File: config.mk
export PLATFORM = sky130hd
export DESIGN_NAME = mux_sel_rr_arbiter_flat
export DESIGN_NICKNAME = d
export VERILOG_FILES = /design/src/rtl/mux_sel_rr_arbiter_if.sv /design/src/rtl/mux_sel_rr_arbiter.sv /design/src/flat_wrapper.sv
export SDC_FILE = /design/constraint.sdc
export NUM_CORES = 1
export LEC_CHECK = 0
export ABC_AREA = 1
export CAP_MARGIN = 10
export CORE_MARGIN = 4
export CORE_UTILIZATION = 39
export DETAILED_ROUTE_END_ITERATION = 8
export SYNTH_ARGS = -nofsm -noshare
export SYNTH_HDL_FRONTEND = slang
export SYNTH_SLANG_ARGS = --single-unit
File: constraint.sdc
create_clock -name clk -period 3.3 [get_ports clk]
set_input_delay 0.825 -clock clk [delete_from_list [all_inputs] [get_ports clk]]
set_output_delay 0.825 -clock clk [all_outputs]
set_load 0.02 [all_outputs]
File: src/rtl/mux_sel_rr_arbiter_if.sv
// mux_sel_rr_arbiter_if: request/grant bundle between the select generator
// and its surroundings. The arbiter uses the slave view. The requester and
// consumer side (or a bench) uses the master view.
interface mux_sel_rr_arbiter_if;
    logic       en;
    logic [7:0] req;
    logic       done;
    logic [2:0] sel;
    logic       gnt_valid;
    logic [7:0] gnt_onehot;
    logic       timeout;

    modport master (
        output en, req, done,
        input  sel, gnt_valid, gnt_onehot, timeout
    );

    modport slave (
        input  en, req, done,
        output sel, gnt_valid, gnt_onehot, timeout
    );
endinterface

File: src/rtl/mux_sel_rr_arbiter.sv
// mux_sel_rr_arbiter: round-robin select generator for an 8:1 mux.
// It picks one of 8 requesters by rotating priority starting at ptr.
// It drives a registered 3-bit select and a one-hot grant.
// The grant is held until the consumer signals done or the requester drops its request.
// A grant is never preempted.
// One IDLE bubble always separates consecutive grants.
// Optional feature: define MUX_SEL_ARB_TIMEOUT_EN to force-release a grant
// after HOLD_MAX cycles and pulse timeout for one cycle.
module mux_sel_rr_arbiter #(
    parameter int HOLD_MAX = 16,
    parameter int CNT_W    = 8
) (
    input  logic                  clk,
    input  logic                  rst_n,
    mux_sel_rr_arbiter_if.slave   bus
);

    typedef enum logic {
        IDLE  = 1'b0,
        GRANT = 1'b1
    } state_t;

    // Reject configurations where the counter cannot reach the hold limit.
    if (HOLD_MAX < 2 || HOLD_MAX > 256 || (2 ** CNT_W) < HOLD_MAX) begin : g_bad_cfg
        $error("mux_sel_rr_arbiter: illegal HOLD_MAX/CNT_W combination");
    end

    state_t     state_q, state_d;
    logic [2:0] ptr_q, ptr_d;
    logic [2:0] sel_q, sel_d;
    logic [7:0] onehot_q, onehot_d;
    logic       gv_q, gv_d;
    logic       timeout_q, timeout_d;

    logic [2:0] pick;
    logic       normal_rel;
    logic       hold_expired;

    // Rotate-priority encode.
    // Search r starting at bit p and wrap modulo 8.
    // The first set bit wins.
    // Callers only use the result when r is non-zero.
    function automatic logic [2:0] rr_pick(input logic [7:0] r, input logic [2:0] p);
        logic [2:0] idx;
        logic [2:0] win;
        logic       hit;
        win = p;
        hit = 1'b0;
        for (int k = 0; k < 8; k++) begin
            idx = p + 3'(k);
            if (!hit && r[idx]) begin
                hit = 1'b1;
                win = idx;
            end
        end
        return win;
    endfunction

    assign pick       = rr_pick(bus.req, ptr_q);
    // A grant ends when the consumer is done or the owner withdraws its request.
    assign normal_rel = bus.done || !bus.req[sel_q];

`ifdef MUX_SEL_ARB_TIMEOUT_EN
    logic [CNT_W-1:0] hold_cnt_q;

    assign hold_expired = (state_q == GRANT) && (hold_cnt_q >= CNT_W'(HOLD_MAX - 1));

    // Hold counter: zeroed when a grant is issued, counts GRANT cycles, saturates.
    always_ff @(posedge clk or negedge rst_n) begin
        if (!rst_n) begin
            hold_cnt_q <= '0;
        end else if (state_q == IDLE && state_d == GRANT) begin
            hold_cnt_q <= '0;
        end else if (state_q == GRANT && hold_cnt_q != {CNT_W{1'b1}}) begin
            hold_cnt_q <= hold_cnt_q + 1'b1;
        end
    end
`else
    assign hold_expired = 1'b0;
`endif

    // Next-state and next-output logic.
    // Everything defaults to holding its current value.
    always_comb begin
        state_d   = state_q;
        ptr_d     = ptr_q;
        sel_d     = sel_q;
        onehot_d  = onehot_q;
        gv_d      = gv_q;
        timeout_d = 1'b0;
        case (state_q)
            IDLE: begin
                if (bus.en && (|bus.req)) begin
                    state_d  = GRANT;
                    sel_d    = pick;
                    onehot_d = 8'b1 << pick;
                    gv_d     = 1'b1;
                end
            end
            GRANT: begin
                // A normal release takes precedence over a forced one.
                // In that case timeout stays low.
                if (normal_rel || hold_expired) begin
                    state_d   = IDLE;
                    gv_d      = 1'b0;
                    onehot_d  = 8'h00;
                    ptr_d     = sel_q + 3'd1;
                    timeout_d = hold_expired && !normal_rel;
                end
            end
            default: begin
                state_d  = IDLE;
                gv_d     = 1'b0;
                onehot_d = 8'h00;
            end
        endcase
    end

    // State and registered outputs.
    // Reset drops any grant immediately.
    always_ff @(posedge clk or negedge rst_n) begin
        if (!rst_n) begin
            state_q   <= IDLE;
            ptr_q     <= 3'd0;
            sel_q     <= 3'd0;
            onehot_q  <= 8'h00;
            gv_q      <= 1'b0;
            timeout_q <= 1'b0;
        end else begin
            state_q   <= state_d;
            ptr_q     <= ptr_d;
            sel_q     <= sel_d;
            onehot_q  <= onehot_d;
            gv_q      <= gv_d;
            timeout_q <= timeout_d;
        end
    end

    assign bus.sel        = sel_q;
    assign bus.gnt_valid  = gv_q;
    assign bus.gnt_onehot = onehot_q;
    assign bus.timeout    = timeout_q;

endmodule
File: src/flat_wrapper.sv
// flat-port wrapper written by rule: the top's interface ports become plain ports
module mux_sel_rr_arbiter_flat 
#(
    parameter int HOLD_MAX = 16,
    parameter int CNT_W    = 8
)
  (clk, rst_n, bus_en, bus_req, bus_done, bus_sel, bus_gnt_valid, bus_gnt_onehot, bus_timeout);
  mux_sel_rr_arbiter_if bus_i ();
  input  logic clk;
  input  logic rst_n;
  input wire logic [$bits(bus_i.en)-1:0] bus_en;
  input wire logic [$bits(bus_i.req)-1:0] bus_req;
  input wire logic [$bits(bus_i.done)-1:0] bus_done;
  output wire logic [$bits(bus_i.sel)-1:0] bus_sel;
  output wire logic [$bits(bus_i.gnt_valid)-1:0] bus_gnt_valid;
  output wire logic [$bits(bus_i.gnt_onehot)-1:0] bus_gnt_onehot;
  output wire logic [$bits(bus_i.timeout)-1:0] bus_timeout;
  assign bus_i.en = bus_en;
  assign bus_i.req = bus_req;
  assign bus_i.done = bus_done;
  assign bus_sel = bus_i.sel;
  assign bus_gnt_valid = bus_i.gnt_valid;
  assign bus_gnt_onehot = bus_i.gnt_onehot;
  assign bus_timeout = bus_i.timeout;
  mux_sel_rr_arbiter #(.HOLD_MAX(HOLD_MAX), .CNT_W(CNT_W)) u_core (.clk(clk), .rst_n(rst_n), .bus(bus_i));
endmodule
==> Word level (Yosys, flattened, before mapping) <==
Cells that the tools add are included.
{ "classes": {"addsub": 8, "mul": 0, "div": 0, "order_cmp": 9, "eq_ne": 2, "n_shift": 1, "muxes": 41, "bitwise": 1, "n_reduce_logical": 21} }
{ "op_table": {"columns": ["cell", "count"], "rows": [
  ["3-bit by 4-bit < comparator with 1-bit output (second input constant)", 9],
  ["1-bit binary-select mux with 3-bit select", 9],
  ["3-bit 2-to-1 mux", 7],
  ["1-bit 2-to-1 mux", 20],
  ["8-bit 2-to-1 mux", 2],
  ["8-bit case mux with 2 select lines", 1],
  ["3-bit adder (second input constant)", 4],
  ["1-bit logical AND", 8],
  ["1-bit zero test", 8],
  ["8-bit OR reduction", 1],
  ["1-bit by 3-bit left shift with 8-bit output (first input constant)", 1],
  ["3-bit by 1-bit adder with 3-bit output (second input constant)", 2],
  ["3-bit by 2-bit adder with 3-bit output (second input constant)", 2],
  ["2-bit AND reduction", 3],
  ["1-bit case mux with 2 select lines", 2],
  ["2-bit by 1-bit inequality test with 1-bit output (second input constant)", 1],
  ["2-bit inequality test (second input constant)", 1],
  ["1-bit logical OR", 1],
  ["1-bit inverter", 1]
]} }
{ "totals": {"regBits": 16, "latchBits": 0, "ramBits": 0, "rom_bits": 0, "out_inout_bits": 13, "elab_cells": 88, "mem_count": 0} }

==> Longest topological paths before layout <==
Gate-level depths: netlist (run 1).
{ "logic_depth": {"depth_word": 27, "mapped_depth": 20, "ltp_nobuf": 19} }

==> Worst setup path after synthesis (run 1) <==
No wires, ideal clock.
{ "synth_timing": {"kind": "flip-flop to flip-flop", "startpoint": "register u_core.ptr_q[1]", "endpoint": "register u_core.onehot_q[0] (netlist: u_core.bus.gnt_onehot[0])", "setup_ps": 118, "arrival_time_ps": 2201, "required_ps": 3182, "setup_slack_ps": 982, "path_stages_with_launch": 18, "period_less_slack_ps": 2318, "path_cell_list": "dfrtp_1 buf_2 inv_2 ha_1 inv_2 nand3_1 nand3_2 nand2_2 nor2_4 nand4_2 nor2_2 nand3_2 inv_2 nor2_1 nand2_1 nand2_1 nand3_1 nand2_1"} }
{ "synth_between": {"elab_chain_cells": 27, "word_cells_on_any_way": 54} }
{ "synth_lines": {"columns": ["element", "line", "source"], "rows": [
  ["from (decl)", "mux_sel_rr_arbiter.sv:29", "logic [2:0] ptr_q, ptr_d;"],
  ["from (signal assigned)", "mux_sel_rr_arbiter.sv:131", "ptr_q <= ptr_d;"],
  ["parallel branches: the longest is 23 deep, another holds 3-bit by 1-bit adder with 3-bit output", null, null],
  ["3-bit 2-to-1 mux *", "mux_sel_rr_arbiter.sv:51", "if (!hit && r[idx]) begin"],
  ["1-bit by 3-bit left shift with 8-bit output *", "mux_sel_rr_arbiter.sv:96", "onehot_d = 8'b1 << pick;"],
  ["8-bit 2-to-1 mux *", "mux_sel_rr_arbiter.sv:93", "if (bus.en && (|bus.req)) begin"],
  ["8-bit case mux with 2 select lines *", "mux_sel_rr_arbiter.sv:91", "case (state_q)"],
  ["to (signal assigned)", "mux_sel_rr_arbiter.sv:133", "onehot_q <= onehot_d;"],
  ["to (decl)", "mux_sel_rr_arbiter.sv:31", "logic [7:0] onehot_q, onehot_d;"]
]} }
Mark *: on every way between the ends. The select of a mux whose other input is x is not followed.
A chain may end at the register's enable or synchronous reset.

==> Final worst setup path (run 1) <==
{ "layout_timing": {"startpoint": "input bus_req[1]", "endpoint": "register u_core.onehot_q[6] (netlist: u_core.bus.gnt_onehot[6])"} }
{ "layout_between": {"elab_chain_cells": 27, "word_cells_on_any_way": 56} }
{ "layout_lines": {"columns": ["element", "line", "source"], "rows": [
  ["from (decl)", "flat_wrapper.sv:12", "input wire logic [$bits(bus_i.req)-1:0] bus_req;"],
  ["1-bit binary-select mux with 3-bit select", "mux_sel_rr_arbiter.sv:51", null],
  ["1-bit 2-to-1 mux (not written as such)", "mux_sel_rr_arbiter.sv:51", null],
  ["1-bit 2-to-1 mux", "mux_sel_rr_arbiter.sv:51", null],
  ["1-bit zero test", "mux_sel_rr_arbiter.sv:51", null],
  ["1-bit logical AND", "mux_sel_rr_arbiter.sv:51", null],
  ["1-bit 2-to-1 mux", "mux_sel_rr_arbiter.sv:51", null],
  ["1-bit zero test", "mux_sel_rr_arbiter.sv:51", null],
  ["1-bit logical AND", "mux_sel_rr_arbiter.sv:51", null],
  ["[11 not listed]", null, null],
  ["1-bit logical AND", "mux_sel_rr_arbiter.sv:51", null],
  ["1-bit 2-to-1 mux", "mux_sel_rr_arbiter.sv:51", null],
  ["1-bit zero test", "mux_sel_rr_arbiter.sv:51", null],
  ["1-bit logical AND", "mux_sel_rr_arbiter.sv:51", null],
  ["3-bit 2-to-1 mux", "mux_sel_rr_arbiter.sv:51", null],
  ["1-bit by 3-bit left shift with 8-bit output", "mux_sel_rr_arbiter.sv:96", null],
  ["8-bit 2-to-1 mux", "mux_sel_rr_arbiter.sv:93", null],
  ["8-bit case mux with 2 select lines", "mux_sel_rr_arbiter.sv:91", null]
]} }
Parallel ways exist; a longest one is shown, timed or not. The select of a mux whose other input is x is not followed.

==> results of run 1 <==
[how the worst max path moves through the flow]
stage                     from                       end  depth (start not counted)
3_3_place_gp        bus_req[1]  u_core.bus.gnt_onehot[5]                          7
6_report            bus_req[1]  u_core.bus.gnt_onehot[6]                          7
5_1_grt             bus_req[0]  u_core.bus.gnt_onehot[4]                          7
4_1_cts             bus_req[1]  u_core.bus.gnt_onehot[7]                          7
2_1_floorplan  u_core.ptr_q[1]  u_core.bus.gnt_onehot[0]                         17
3_5_place_dp        bus_req[1]  u_core.bus.gnt_onehot[7]                          7
[synthesized netlist by cell type, drive strengths merged (2+ instances only)]
cell type    n
nand4        3
dfrtp       16
xor2         2
buf          5
xnor2        2
inv         23
nand3       50
nor2        13
nand2      100
o21ai       15
a21oi        4
ha           3
[per-layer routing]
metal | share of wire (%) | vias to the layer above | track usage (%)
met5 | 0 | - | 0
met1 | 50 | 707 | 23.9
li1 | - | 857 | -
met4 | 1.0 | 0 | 4.18
met3 | 3.3 | 5 | 1.26
met2 | 45 | 36 | 25.6
[cell usage in the layout, fill, tap and decap left out]
cell,synthesis,final
a21oi_1,4,4
a31oi_1,1,1
buf_4,1,3
clkbuf_8,0,4
clkdlybuf4s50_1,0,23
conb_1,1,1
dfrtp_1,16,16
ha_1,3,3
inv_1,15,15
inv_2,8,8
mux2i_1,1,1
nand2_1,92,92
nand2_2,7,7
nand2_4,1,1
nand3_1,41,41
nand3_2,9,9
nand3b_1,1,1
nand4_1,1,1
nand4_2,2,2
nor2_1,10,10
nor2_2,1,1
nor2_4,2,2
nor3_2,1,1
nor4_1,1,1
o211ai_1,1,1
o21ai_0,9,9
o21ai_1,6,6
o21bai_2,1,1
o221ai_1,1,1
or4_1,1,1
xnor2_1,2,2
xor2_1,2,2
[worst reg2reg max path, delay by kind of cell, from the launching register on]
kind | cells | cell delay, ns
AOI/OAI and AO/OA | 1 | 0.18
DFF | 1 | 0.39
buffers and inverters | 3 | 0.43
and+or+nand+nor | 10 | 1.14
adders and majority gates | 1 | 0.37
[layout make-up]
class	instances	share of cell area, %
Multi-Input combinational cell	202	54.9
Sequential cell	16	21.1
Timing Repair Buffer	26	13.3
Inverter	23	4.56
Tap cell	48	3.17
Clock buffer	4	2.91
[stage by stage]
step	instances	area (um^2)	hold WS, ns	util, %	worst slack [ns]
floorplan	246	1570	0.529	-	0.982
global placement	315	1840	0.475	48.8	0.245
detailed placement	315	1840	0.468	48.8	0.294
CTS	319	1890	0.493	50.2	0.547
global route	319	1890	0.514	50.2	0.315
finish	319	1890	0.489	50.2	0.565
[cells by family after synthesis]
| kind of cell | after synthesis | share of synthesized area [%] |
|---|---|---|
| xor+xnor | 4 | 2.24 |
| buf+inv | 28 | 8.07 |
| flops | 16 | 25.6 |
| compound gates | 23 | 8.23 |
| simple gates | 170 | 52.6 |
| other cells | 1 | 0.239 |
| mux | 1 | 0.639 |
| fa+ha+maj | 3 | 2.40 |
[sequential cells by signal, summed over array words and instances, names as in the netlist]
register               count
u_core.bus.gnt_onehot      8
u_core.bus.gnt_valid       1
u_core.bus.sel             3
u_core.ptr_q               3
u_core.state_q             1
==> results.py, run 1 <==
metrics = {
    "status": {
        "status": "completed",
    },
    "synth": {
        "synth_area_leader_cell": "dfrtp_1",
        "synth_edf_count": 0,
        "yosys.cell_types.count": 32,
        "ys_top_cells_by_area": "dfrtp_1 26%, nand2_1 22%, nand3_1 13%, nand3_2 5.8%, inv_1 3.6%",
        "synth_area_per_cell_um2": 6.37,
        "ys_seq_area_share_pct": 25.6,
        "yosysWarningCount": 0,
        "async_reset_ff_share_pct": 100,
        "synth-main-ff-cell": "dfrtp_1",
        "synth-seq-cells": 16,
        "synth_top_area_share_pct": 25.6,
        "synthCells": 246,
        "synth.net_count": 261,
        "synth_area_um2": 1570,
    },
    "routing": {
        "viasPerCell": 5.03,
        "vias": 1605,
        "drtIter0Drc": 124,
        "drt_pass1_iterations": 4,
        "drc": 0,
        "antenna_left": 0,
        "routedWlPerCell_um": 12.4,
        "wl_mm": 3.95,
    },
    "critical_path": {
        "end_kind": "flop",
        "cp-start-kind": "input port",
        "crit_family": "simple AND/OR/NAND/NOR gates",
        "worst-r2r-cell-count": 15,
        "ff2ff_setup_slack_ns": 0.71,
        "r2r_start": "u_core.ptr_q[1]",
        "worstSetupPathType": "input port to flop",
        "cp.arrival_ns": 2.91,
        "crit_buf_inv": 1,
        "slowest_delay_ns": 0.54,
        "worst_path_max_delay_cell": "or4_1",
        "cp_max_fo": 10,
        "r2r_end": "u_core.bus.gnt_onehot[7]",
        "required_ns": 3.48,
        "path_cells": "clkdlybuf4s50_1, or4_1, nor4_1, nor3_2, nor2_1, nand2_1, o21ai_1",
    },
    "global_routing": {
        "grt_use_total_pct": 16.3,
        "grt_pass1_wl_mm": 6.90,
        "grt_pass1_vias": 1484,
        "antenna_found_initial": 0,
        "gr-total-overflow": 0,
        "grt_max_degree": 17,
    },
    "sta": {
        "timing.slew.headroom_pct": 53.3,
        "rsz0062_at_grt": "false",
        "hold_viol": 0,
        "tightestPinTransition_ns": 0.698,
        "fin_crit_ns": 2.73,
        "max_freq_mhz": 366,
        "finClkSkew_ns": 0.00294,
        "setup_violations": 0,
        "fin_crit_sh_pct": 82.9,
        "slew_violations": 0,
        "tns_ns": 0,
    },
    "floorplanning": {
        "chipWidth_um": 71.4,
        "die_area_um2": 5090,
        "io_pins": 25,
        "start_util_pct": 41.5,
        "rows": 22,
        "die_y_um": 71.4,
        "coreArea_um2": 3770,
    },
    "cells_and_area": {
        "areaGrowthSynthToFinish_pct": 20.9,
        "multiInputGateArea_um2": 1040,
        "ff_latch_area_um2": 400,
        "nNetsFinal": 287,
        "filler_cell_count": 408,
        "drive_gt1_share_pct": 14.4,
        "n_antenna_cell": 0,
    },
    "clock_tree": {
        "ctsHtreeMaxLevel": 1,
        "cts_repair_resize_count": 0,
        "worstSkewPairLatency_ns": 0.25,
        "clk_root_buffer_cell": "clkbuf_8",
        "cts_setup_buffers": 0,
        "clock-sinks": 16,
        "clk_pin_slew_ns": 0.06,
        "cts_buffers": 3,
        "cts_hold_buf": 0,
        "clockBufferDepth": 2,
        "cts_tree": "yes",
    },
    "placement": {
        "portBuffers": 23,
        "place.gp.congestion": 0.824,
        "place_hpwl_mm": 3.13,
    },
    "min_path": {
        "min_from": "u_core.bus.gnt_onehot[5]",
        "hold_depth": 2,
        "hold_class": "flop to flop",
        "whs_endpoint": "u_core.bus.gnt_onehot[5]",
    },
    "run": {
        "maxCapViolCount": 0,
    },
}
Power of run 1 is left out: the tool's default activity adds up to more than one toggle a clock period on the data nets, which glitch-free logic cannot reach.
==> run 2: changes to the inputs <==
==> constraint.sdc (replaced) <==
create_clock -name clk -period 2.3 [get_ports clk]
set_input_delay 0.575 -clock clk [delete_from_list [all_inputs] [get_ports clk]]
set_output_delay 0.575 -clock clk [all_outputs]
set_load 0.02 [all_outputs]
==> run 2 against run 1 <==
  * Setup slack got worse by 0.45 ns
  * Die area did not move
  * Design area rose by 21%
  * Routed wire length rose by 12%
  * Global-route usage rose by 1.7 points
  * Clock skew rose by 0.0016 ns
  * Critical path depth rose by 7
  * Non-clock buffer count rose by 30
  * Sequential share of layout area fell by 3.7 points
  * Critical endpoint is now u_core.bus.sel[2]
  * Largest cell class unchanged
  * Highest routed layer unchanged
==> results.py, run 2 (same netlist as run 1, synthesis figures left out) <==
metrics = {
    "run": {
        "maxCapViolCount": 0,
    },
    "clock_tree": {
        "ctsHtreeMaxLevel": 1,
        "cts_hold_buf": 0,
        "worstSkewPairLatency_ns": 0.25,
        "clk_pin_slew_ns": 0.06,
        "cts_tree": "yes",
        "clockBufferDepth": 2,
        "cts_buffers": 3,
        "clk_root_buffer_cell": "clkbuf_8",
        "clock-sinks": 16,
    },
    "routing": {
        "vias": 1729,
        "drt_pass1_iterations": 4,
        "wl_mm": 4.43,
        "wl_met2_mm": 2.19,
        "drc": 0,
        "met3RoutedLength_um": 77,
        "routedWlPerCell_um": 12.7,
        "wl_met1_mm": 2.14,
        "antenna_left": 0,
        "viasPerCell": 4.95,
        "highest_layer": "met4",
        "drtIter0Drc": 76,
    },
    "floorplanning": {
        "die_area_um2": 5090,
        "rows": 22,
        "io_pins": 25,
        "chipWidth_um": 71.4,
        "coreArea_um2": 3770,
        "start_util_pct": 41.5,
        "die_y_um": 71.4,
    },
    "cells_and_area": {
        "mostFrequentLayoutCell": "nand2_1",
        "filler_cell_count": 350,
        "final_cell_mix": "73 x nand2_1, 33 x nand3_1, 31 x buf_4",
        "final_cells": 349,
        "largest_register_ff_count": 8,
        "utilization_pct": 60.9,
        "n_antenna_cell": 0,
        "ff_latch_area_um2": 400,
        "areaGrowthSynthToFinish_pct": 46.6,
        "nNetsFinal": 317,
        "drive_gt1_share_pct": 35.2,
        "multiInputGateArea_um2": 1210,
    },
    "global_routing": {
        "grt_pass1_vias": 1665,
        "grt_max_degree": 17,
        "grt_use_total_pct": 17.9,
        "gr-total-overflow": 0,
        "grt_pass1_wl_mm": 7.50,
        "antenna_found_initial": 0,
    },
    "critical_path": {
        "worst_path_max_delay_cell": "dfrtp_1",
        "cp.arrival_ns": 2.29,
        "slowest_delay_ns": 0.40,
        "worstSetupPathType": "flop to flop",
        "crit_buf_inv": 3,
        "path_cells": "inv_2, ha_4, inv_6, nand3_4, nand3_2, nand2_2, nor2_4, nand4_2, nor2_2, nand3_2, inv_2, nand2_1, nand3_4, o21ai_1",
        "end_kind": "flop",
        "required_ns": 2.41,
        "crit_family": "simple AND/OR/NAND/NOR gates",
        "cp-start-kind": "flop",
        "cp_max_fo": 6,
    },
    "min_path": {
        "hold_class": "flop to flop",
    },
    "sta": {
        "rsz0062_at_grt": "true",
        "fin_crit_ns": 2.18,
        "fin_crit_sh_pct": 94.9,
        "setup_violations": 0,
        "tightestPinTransition_ns": 0.620,
        "finClkSkew_ns": 0.00449,
        "timing.slew.headroom_pct": 58.5,
        "hold_viol": 0,
        "slew_violations": 0,
        "max_freq_mhz": 458,
        "hold_ws_ns": 0.483,
    },
    "placement": {
        "dp_cells": 343,
        "portBuffers": 23,
        "place_hpwl_mm": 3.47,
        "place.gp.congestion": 0.855,
    },
    "status": {
        "status": "completed",
    },
}
## run 2: layer usage
metal | global-route usage (%) | up-vias
met2 | 30.2 | 22
met3 | 2.38 | 2
li1 | - | 914
met1 | 24.2 | 791
met5 | 0 | -
met4 | 4.38 | 0
## run 2: worst reg2reg max path, delay by kind of cell, from the launching register on
| kind | cells | cell delay [ns] |
|---|---|---|
| AO/OA/AOI/OAI | 1 | 0.08 |
| adder cells (fa/ha/maj) | 1 | 0.24 |
| buffers and inverters | 3 | 0.30 |
| flip-flops | 1 | 0.40 |
| AND/OR/NAND/NOR | 9 | 1.01 |
## run 2: worst paths after layout
kind                                                from                        to  slack (ns)  cells after the start
worst max-delay path                     u_core.ptr_q[1]         u_core.bus.sel[2]        0.12                     14
worst min-delay path            u_core.bus.gnt_onehot[5]  u_core.bus.gnt_onehot[5]        0.48                      2
worst max register to register           u_core.ptr_q[1]         u_core.bus.sel[2]        0.12                     14
worst min register to register  u_core.bus.gnt_onehot[5]  u_core.bus.gnt_onehot[5]        0.48                      2
max in group asynchronous                          rst_n         u_core.bus.sel[1]        1.48                      2
min in group asynchronous                          rst_n      u_core.bus.gnt_valid        0.64                      2
## run 2: cell type report
| type | instances | area share [%] |
|---|---|---|
| clock buffers | 4 | 2.40 |
| inverters | 23 | 3.98 |
| multi-input cells | 202 | 52.9 |
| flip-flops and latches | 16 | 17.4 |
| well taps | 48 | 2.61 |
| repair buffers | 56 | 20.7 |
## run 2: repair_timing
action | CTS | global route
pin swaps | 9 | 16
endpoints found under the setup margin | 9 | 11
resized for setup | 23 | 33
setup buffers | 0 | 2
## run 2: per-stage QoR
step	area, um^2	setup WS [ns]	TNS (ns)
global route	2300	-0.0613	-0.500
global placement	2050	-0.362	-4.01
CTS	2150	0.0124	0
floorplan	1570	0.00648	0
finish	2300	0.117	0
detailed placement	2050	-0.344	-3.76
Power of run 2 is left out for the same reason.
